**src/rtl/psum_acc_ctrl_if.sv**
```systemverilog
`timescale 1ns/1ps
`default_nettype none
// ============================================================================
//  Module   : psum_acc_ctrl_if
//  Brief    : Job configuration, PE-data handshake, adder-tree operand/result
//             and final-result handshake bundle for psum_acc_ctrl.
//  Revision : 1.0  initial release
// ============================================================================
interface psum_acc_ctrl_if #(
  parameter int DWIDTH = 25,
  parameter int CNT_W  = 8
) ();

  // job configuration / status
  logic                     cfg_start;
  logic [CNT_W-1:0]         cfg_ch_num;
  logic                     busy;

  // PE-data handshake (one beat = one channel pass)
  logic                     in_valid;
  logic                     in_ready;

  // adder-tree operand / result
  logic                     add_en;
  logic signed [DWIDTH-1:0] psum_in;
  logic signed [DWIDTH-1:0] psum_out;

  // final-result handshake
  logic                     out_valid;
  logic                     out_ready;
  logic signed [DWIDTH-1:0] out_data;

  // controller side
  modport slave (
    input  cfg_start, cfg_ch_num, in_valid, psum_out, out_ready,
    output busy, in_ready, add_en, psum_in, out_valid, out_data
  );

  // environment side (sequencer, PE array, adder tree, result sink)
  modport master (
    output cfg_start, cfg_ch_num, in_valid, psum_out, out_ready,
    input  busy, in_ready, add_en, psum_in, out_valid, out_data
  );

endinterface
`default_nettype wire

```
**src/rtl/psum_acc_ctrl.sv**
```systemverilog
`timescale 1ns/1ps
`default_nettype none
// ============================================================================
//  Module   : psum_acc_ctrl
//  Brief    : Partial-sum accumulation controller. Runs cfg_ch_num channel
//             passes through an external 2-cycle adder tree, feeding the
//             running sum back as psum_in, then presents the final sum.
//  Options  : PSUM_BIAS_EN - adds bias_in; accumulator starts from bias_in
//             instead of zero.
//  Revision : 1.0  initial release
// ============================================================================
module psum_acc_ctrl #(
  parameter int DWIDTH = 25,
  parameter int CNT_W  = 8
) (
  input  wire logic                     clk,
  input  wire logic                     rstn,
`ifdef PSUM_BIAS_EN
  input  wire logic signed [DWIDTH-1:0] bias_in,
`endif
  psum_acc_ctrl_if.slave                bus
);

  localparam logic [2:0] S_IDLE  = 3'd0;
  localparam logic [2:0] S_ISSUE = 3'd1;
  localparam logic [2:0] S_WAIT1 = 3'd2;
  localparam logic [2:0] S_WAIT2 = 3'd3;
  localparam logic [2:0] S_DONE  = 3'd4;

  logic [2:0]               r_state;
  logic [2:0]               w_next;
  logic signed [DWIDTH-1:0] r_acc;
  logic [CNT_W-1:0]         r_cnt;
  logic [CNT_W-1:0]         r_ch_total;
  logic signed [DWIDTH-1:0] w_init;
  logic [CNT_W:0]           w_cnt_inc;
  logic                     w_last;
  logic                     w_load;

  // Starting value of the accumulator for a new job.
`ifdef PSUM_BIAS_EN
  assign w_init = bias_in;
`else
  assign w_init = '0;
`endif

  // One extra bit so a full-scale channel count never wraps in the compare.
  assign w_cnt_inc = {1'b0, r_cnt} + {{CNT_W{1'b0}}, 1'b1};
  assign w_last    = (w_cnt_inc == {1'b0, r_ch_total});
  assign w_load    = (r_state == S_IDLE) && bus.cfg_start;

  // State register.
  always_ff @(posedge clk or negedge rstn) begin
    if (!rstn) begin
      r_state <= S_IDLE;
    end else begin
      r_state <= w_next;
    end
  end

  // Next-state: one pass is ISSUE -> WAIT1 -> WAIT2 to cover adder latency.
  always_comb begin
    w_next = r_state;
    unique case (r_state)
      S_IDLE:  if (bus.cfg_start) w_next = S_ISSUE;
      S_ISSUE: if (bus.in_valid)  w_next = S_WAIT1;
      S_WAIT1: w_next = S_WAIT2;
      S_WAIT2: w_next = w_last ? S_DONE : S_ISSUE;
      S_DONE:  if (bus.out_ready) w_next = S_IDLE;
      default: w_next = S_IDLE;
    endcase
  end

  // Outputs decoded from the current state; data outputs mirror the register.
  always_comb begin
    bus.busy      = (r_state != S_IDLE);
    bus.in_ready  = (r_state == S_ISSUE);
    bus.add_en    = (r_state == S_ISSUE) && bus.in_valid;
    bus.out_valid = (r_state == S_DONE);
    bus.psum_in   = r_acc;
    bus.out_data  = r_acc;
  end

  // Job setup on start, accumulator capture and pass count in WAIT2.
  always_ff @(posedge clk or negedge rstn) begin
    if (!rstn) begin
      r_acc      <= '0;
      r_cnt      <= '0;
      r_ch_total <= {{(CNT_W-1){1'b0}}, 1'b1};
    end else if (w_load) begin
      r_acc      <= w_init;
      r_cnt      <= '0;
      r_ch_total <= (bus.cfg_ch_num == '0) ? {{(CNT_W-1){1'b0}}, 1'b1}
                                           : bus.cfg_ch_num;
    end else if (r_state == S_WAIT2) begin
      r_acc      <= bus.psum_out;
      r_cnt      <= w_cnt_inc[CNT_W-1:0];
    end
  end

endmodule
`default_nettype wire
```
**src/flat_wrapper.sv**
```systemverilog
// flat-port wrapper written by rule: the top's interface ports become plain ports
module psum_acc_ctrl_flat 
#(
  parameter int DWIDTH = 25,
  parameter int CNT_W  = 8
)
  (clk, rstn, bus_cfg_start, bus_cfg_ch_num, bus_in_valid, bus_psum_out, bus_out_ready, bus_busy, bus_in_ready, bus_add_en, bus_psum_in, bus_out_valid, bus_out_data);
  psum_acc_ctrl_if #(.DWIDTH(DWIDTH), .CNT_W(CNT_W)) bus_i ();
  input  wire logic clk;
  input  wire logic rstn;
  input wire logic [$bits(bus_i.cfg_start)-1:0] bus_cfg_start;
  input wire logic [$bits(bus_i.cfg_ch_num)-1:0] bus_cfg_ch_num;
  input wire logic [$bits(bus_i.in_valid)-1:0] bus_in_valid;
  input wire logic [$bits(bus_i.psum_out)-1:0] bus_psum_out;
  input wire logic [$bits(bus_i.out_ready)-1:0] bus_out_ready;
  output wire logic [$bits(bus_i.busy)-1:0] bus_busy;
  output wire logic [$bits(bus_i.in_ready)-1:0] bus_in_ready;
  output wire logic [$bits(bus_i.add_en)-1:0] bus_add_en;
  output wire logic [$bits(bus_i.psum_in)-1:0] bus_psum_in;
  output wire logic [$bits(bus_i.out_valid)-1:0] bus_out_valid;
  output wire logic [$bits(bus_i.out_data)-1:0] bus_out_data;
  assign bus_i.cfg_start = bus_cfg_start;
  assign bus_i.cfg_ch_num = bus_cfg_ch_num;
  assign bus_i.in_valid = bus_in_valid;
  assign bus_i.psum_out = bus_psum_out;
  assign bus_i.out_ready = bus_out_ready;
  assign bus_busy = bus_i.busy;
  assign bus_in_ready = bus_i.in_ready;
  assign bus_add_en = bus_i.add_en;
  assign bus_psum_in = bus_i.psum_in;
  assign bus_out_valid = bus_i.out_valid;
  assign bus_out_data = bus_i.out_data;
  psum_acc_ctrl #(.DWIDTH(DWIDTH), .CNT_W(CNT_W)) u_core (.clk(clk), .rstn(rstn), .bus(bus_i));
endmodule
```
**config.mk**
```make
export PLATFORM = sky130hd
export DESIGN_NAME = psum_acc_ctrl_flat
export DESIGN_NICKNAME = d
export VERILOG_FILES = /design/src/rtl/psum_acc_ctrl_if.sv /design/src/rtl/psum_acc_ctrl.sv /design/src/flat_wrapper.sv
export SDC_FILE = /design/constraint.sdc
export NUM_CORES = 1
export LEC_CHECK = 0
export ABC_CLOCK_PERIOD_IN_PS = 2760
export BUFFER_PORTS_ARGS = -buffer_cell sky130_fd_sc_hd__buf_2
export CAP_MARGIN = 0
export CORE_MARGIN = 2
export CORE_UTILIZATION = 40
export CTS_CLUSTER_DIAMETER = 80
export DETAILED_ROUTE_END_ITERATION = 10
export GPL_TIMING_DRIVEN = 0
export PLACE_DENSITY = 0.68
export SLEW_MARGIN = 0
export SYNTH_ARGS = -nofsm -noshare
export SYNTH_HDL_FRONTEND = slang
export SYNTH_SLANG_ARGS = --single-unit
```
**constraint.sdc**
```tcl
create_clock -name clk -period 2.76 [get_ports clk]
set_input_delay 0.138 -clock clk [delete_from_list [all_inputs] [get_ports clk]]
set_output_delay 0.138 -clock clk [all_outputs]
set_load 0.01 [all_outputs]
```
==> Word-level counts from Yosys, hierarchy flattened <==
Cells that the tools add are included.
{ "totals": {"ff_bits": 44, "inputBits": 38, "output_inout_bits": 54, "elab_cells": 30} }
{ "op_classes": {"addsub": 1, "eq_ne": 8, "muxes": 10, "n_reduce_logical": 7} }
{ "op_table": {"columns": ["op", "count"], "rows": [
  ["two-way mux 25 bit", 2],
  ["two-way mux 8 bit", 3],
  ["case mux 3 bit (5 select lines)", 1],
  ["two-way mux 3 bit", 4],
  ["adder 8 x 1 -> 9 bit, second input constant", 1],
  ["== test 9 x 8 -> 1 bit", 1],
  ["logical NOT 8 bit", 1],
  ["== test 3 x 2 -> 1 bit, second input constant", 2],
  ["inequality test 2 bit, second input constant", 3],
  ["== test 3 x 1 -> 1 bit, second input constant", 1],
  ["== test 3 bit, second input constant", 1],
  ["logical NOT 3 bit", 1],
  ["AND reduction 3 bit", 1],
  ["nonzero test 3 bit", 1],
  ["logical AND 1 bit", 2],
  ["nonzero test 2 bit", 1]
]} }

==> Logic depth before layout (Yosys ltp) <==
{ "depth": {"ltp_word": 4, "depth_mapped": 7, "ltp_nobuf": 6} }

==> Least setup slack after synthesis <==
No wires, ideal clock.
{ "synth_path": {"path_type": "register -> register", "start": "register u_core.r_cnt[0]", "end": "register u_core.r_state[0]", "setup_time_ns": 0.141, "arrival_ns": 1.433, "required_time_ns": 2.619, "setup_slack_ns": 1.186, "stages_incl_launch_ff": 7, "path_buffers": 0, "period_less_slack_ns": 1.574, "cell_sequence": "dfrtp_1 > ha_1 > xor2_1 > xnor2_1 > o221ai_1 > nor3_1 > a41oi_1"} }
{ "synth_via": {"elab_chain_len": 4} }
{ "synth_rtl": {"columns": ["element", "line", "rtl"], "rows": [
  ["from (decl)", "psum_acc_ctrl.sv:33", "logic [CNT_W-1:0] r_cnt;"],
  ["from (signal assigned)", "psum_acc_ctrl.sv:97", "r_cnt <= w_cnt_inc[CNT_W-1:0];"],
  ["adder 8 x 1 -> 9 bit", "psum_acc_ctrl.sv:48", "assign w_cnt_inc = {1'b0, r_cnt} + {{CNT_W{1'b0}}, 1'b1};"],
  ["== test 9 x 8 -> 1 bit", "psum_acc_ctrl.sv:49", "assign w_last = (w_cnt_inc == {1'b0, r_ch_total});"],
  ["two-way mux 3 bit", "psum_acc_ctrl.sv:68", "S_WAIT2: w_next = w_last ? S_DONE : S_ISSUE;"],
  ["case mux 3 bit (5 select lines)", "psum_acc_ctrl.sv:64", "unique case (r_state)"],
  ["to (signal assigned)", "psum_acc_ctrl.sv:57", "r_state <= w_next;"],
  ["to (decl)", "psum_acc_ctrl.sv:30", "logic [2:0] r_state;"]
]} }
Every way passes these cells.
A chain may end at the register's enable or synchronous reset.

==> Final worst setup path <==
Ends and elaborated chain as after synthesis.

==> results.json <==
{
  "outcome": "finished with violations",
  "violations": "hold timing",
  "syn_inst": 249,
  "grt_antenna_before_repair": 0,
  "drt-total-wl_um": 5190,
  "synth_compound_area_share_pct": 12.4,
  "max_freq_mhz": 557,
  "post_cts_resize_count": 0,
  "crit_path_max_fanout": 5,
  "layout.cells.most_common_list": "95 x sky130_fd_sc_hd__buf_2, 61 x sky130_fd_sc_hd__nand2_1, 43 x sky130_fd_sc_hd__dfrtp_1",
  "grt_pass1_vias": 1825,
  "cts.repair_timing.setup_buffer_count": 0,
  "post-route-cell-area_sq_um": 2940,
  "worst-r2r-setup-slack_ns": 0.97,
  "route.antenna.remaining_nets": 0,
  "report.final.hold_viol_count": 19,
  "detailedRoute.firstIterationViolations": 59,
  "synth-seq-area-share_pct": 48.0,
  "fill_cells": 535,
  "initial_core_util_pct": 41.5,
  "leakage_nw": 1.51,
  "max_cap_violations": 0,
  "cts-buffers-inserted": 5,
  "finClkSkew_ns": 0.00485,
  "post-route-drc-count": 0,
  "clk_pin_slew_ns": 0.08,
  "synth-edff-count": 0,
  "drive_above_1_share_pct": 42.0,
  "detailedRoute.firstPassIterationCount": 5,
  "timing.final.setup_violations": 0,
  "synth-warning-count": 0,
  "mappedNetlistNets": 288,
  "clockBufferDepth": 2,
  "synth.top_cells.by_area": "sky130_fd_sc_hd__dfrtp_1 47%, sky130_fd_sc_hd__nand2_1 10%, sky130_fd_sc_hd__buf_4 9.2%",
  "synth-xor-area-share_pct": 4.58,
  "antenna_cells_inserted": 0,
  "grtUsageTotal_pct": 16.6,
  "routed_wire_length_per_instance_um": 12.4,
  "startpoint_type_of_the_worst_setup_path": "flop",
  "grt_overflow_total": 0,
  "worst_pin_slew_ns": 0.948,
  "coreArea_sq_um": 5540,
  "dp_wirelength_um": 3910,
  "worst_ep_arrival_time_ns": 1.96,
  "chipWidth_um": 79.8,
  "grt_pass1_wl_um": 8400,
  "fp-row-count": 27,
  "layout_min_cycle_time_ns": 1.79,
  "number_of_buffers_inserted_by_port_buffering": 91,
  "synth_cell_types": 41,
  "post_route_setup_tns_ns": 0,
  "power.total_mw": 3.16,
  "viasPerCell": 4.79,
  "worst_hold_path_class": "in2async",
  "rsz0062_at_grt": "false",
  "rr_startpoint": "u_core.r_cnt[0]",
  "relSlewSlack_pct": 36.8,
  "detailed_place.area_sq_um": 2840,
  "cts_root_buffer": "sky130_fd_sc_hd__clkbuf_8",
  "layout_worst_path_cycle_share_pct": 65.0,
  "dieArea_sq_um": 6360,
  "power.density_nw_per_um2": 1080,
  "crit_required_ns": 2.92,
  "synth_largest_area_cell": "sky130_fd_sc_hd__dfrtp_1",
  "synth-async-reset-ratio_pct": 100,
  "synthesis_stage_register_bit_count": 44,
  "numClockSinks": 44,
  "final.hold.worst_slack_ns": -0.00815,
  "setup.worst_path.end_class": "flop",
  "main_synth_ff_type": "sky130_fd_sc_hd__dfrtp_1",
  "multi_input_area_sq_um": 920,
  "h-tree-depth": 2,
  "layout.cells.most_common": "sky130_fd_sc_hd__buf_2",
  "final_net_count": 386,
  "synth_top_cell_area_share_pct": 46.8,
  "syn_avg_cell_area_sq_um": 9.23,
  "area_share_of_fa_ha_maj_cells_after_synthesis_pct": 0.545,
  "dr_total_vias": 2012,
  "register_area_sq_um": 1100,
  "tritoncts_clock_tree": "yes",
  "die_height_um": 79.8,
  "synthSimpleGateAreaFrac_pct": 18.6,
  "gp_congestion": 0.910,
  "syn_area_sq_um": 2300,
  "worstSkewPairLatency_ns": 0.29,
  "cts_hold_buffers": 0,
  "syn_to_final_growth_pct": 27.8,
  "class_of_the_most_critical_setup_path": "reg2reg",
  "synth.area.mux_share_pct": 3.92,
  "timing.final.max_slew_violations": 0,
  "vdd_ir_drop_max_uv": 413,
  "synth_top_family_by_area": "simple AND/OR/NAND/NOR gates",
  "pin_count": 92,
  "r2r.worst_path.cells": 6,
  "largest_net_degree_at_the_start_of_global_routing": 45,
  "startpoint": "u_core.r_cnt[0]"
}
==> critical path: stages, from the launching register on <==
cell,delay [ns]
sky130_fd_sc_hd__dfrtp_1,0.42
sky130_fd_sc_hd__ha_1,0.28
sky130_fd_sc_hd__nand3_1,0.20
sky130_fd_sc_hd__nor2_1,0.19
sky130_fd_sc_hd__o221ai_1,0.15
sky130_fd_sc_hd__nor3_1,0.28
sky130_fd_sc_hd__a41oi_1,0.14
==> power breakdown <==
part / internal, mW / total, mW / switching (mW)
sequential: 0.907 / 1.11 / 0.202
combinational: 0.802 / 1.63 / 0.831
clock: 0.203 / 0.416 / 0.213
==> worst paths after layout <==
| kind | to |
|---|---|
| max | u_core.r_state[0] |
| min reg2reg | u_core.r_ch_total[3] |
| min in group clk | u_core.bus.out_data[8] |
| max in group asynchronous | u_core.r_cnt[7] |
| min | u_core.bus.out_data[7] |
| max reg2reg | u_core.r_state[0] |
==> flip-flops by register name, summed over array words and instances (netlist names) <==
name,flops
u_core.bus.out_data,25
u_core.r_ch_total,8
u_core.r_cnt,8
u_core.r_state,3
==> logic make-up (layout without fill, tap and decap cells) <==
logic type / after synthesis / in the layout
AO/OA/AOI/OAI: 49 / 49
XOR/XNOR: 12 / 12
adder cells (fa/ha/maj): 1 / 1
buffers and inverters: 40 / 139
flip-flops: 44 / 44
multiplexers: 8 / 8
AND/OR/NAND/NOR: 95 / 95
==> cell type report <==
cell class	instances	share of cell area (%)
clock inverter	1	0.256
timing repair buffer	91	15.5
multi-input combinational	165	31.3
sequential	44	37.5
clock buffer	7	2.94
tap	72	3.07
buffer	39	9.25
inverter	1	0.128
==> synth_stat cells (3+ instances only) <==
library cell and instances:
sky130_fd_sc_hd__xor2_1 6, sky130_fd_sc_hd__o21ai_0 13, sky130_fd_sc_hd__dfrtp_1 43, sky130_fd_sc_hd__xnor2_1 6
sky130_fd_sc_hd__nor3_1 3, sky130_fd_sc_hd__clkbuf_1 5, sky130_fd_sc_hd__buf_2 4, sky130_fd_sc_hd__nor2_1 11
sky130_fd_sc_hd__a21oi_1 18, sky130_fd_sc_hd__o21ai_1 7, sky130_fd_sc_hd__nand3_1 3, sky130_fd_sc_hd__buf_4 28
sky130_fd_sc_hd__mux2_2 8, sky130_fd_sc_hd__nand2_1 61
==> metrics by stage <==
stage	hold WS, ns	cells	setup slack, ns	util [%]
after CTS	0.0290	420	0.964	53.0
after global placement	0.344	412	0.997	51.3
after floorplan	-0.158	249	1.19	-
final	-0.00815	420	0.965	53.0
after global routing	0.0510	420	0.798	53.0
after detailed placement	0.349	412	0.995	51.3
==> metal layers <==
metal | GRT usage [%] | wire length, um | up-vias | share of wire [%]
li1 | - | - | 1003 | -
met1 | 21.8 | 2290 | 924 | 44
met2 | 27.6 | 2430 | 83 | 47
met3 | 3.62 | 453 | 2 | 8.7
met4 | 4.75 | 19 | 0 | 0.37
met5 | 0 | 0 | - | 0
Note: power is estimated with default switching activity, not from simulation.
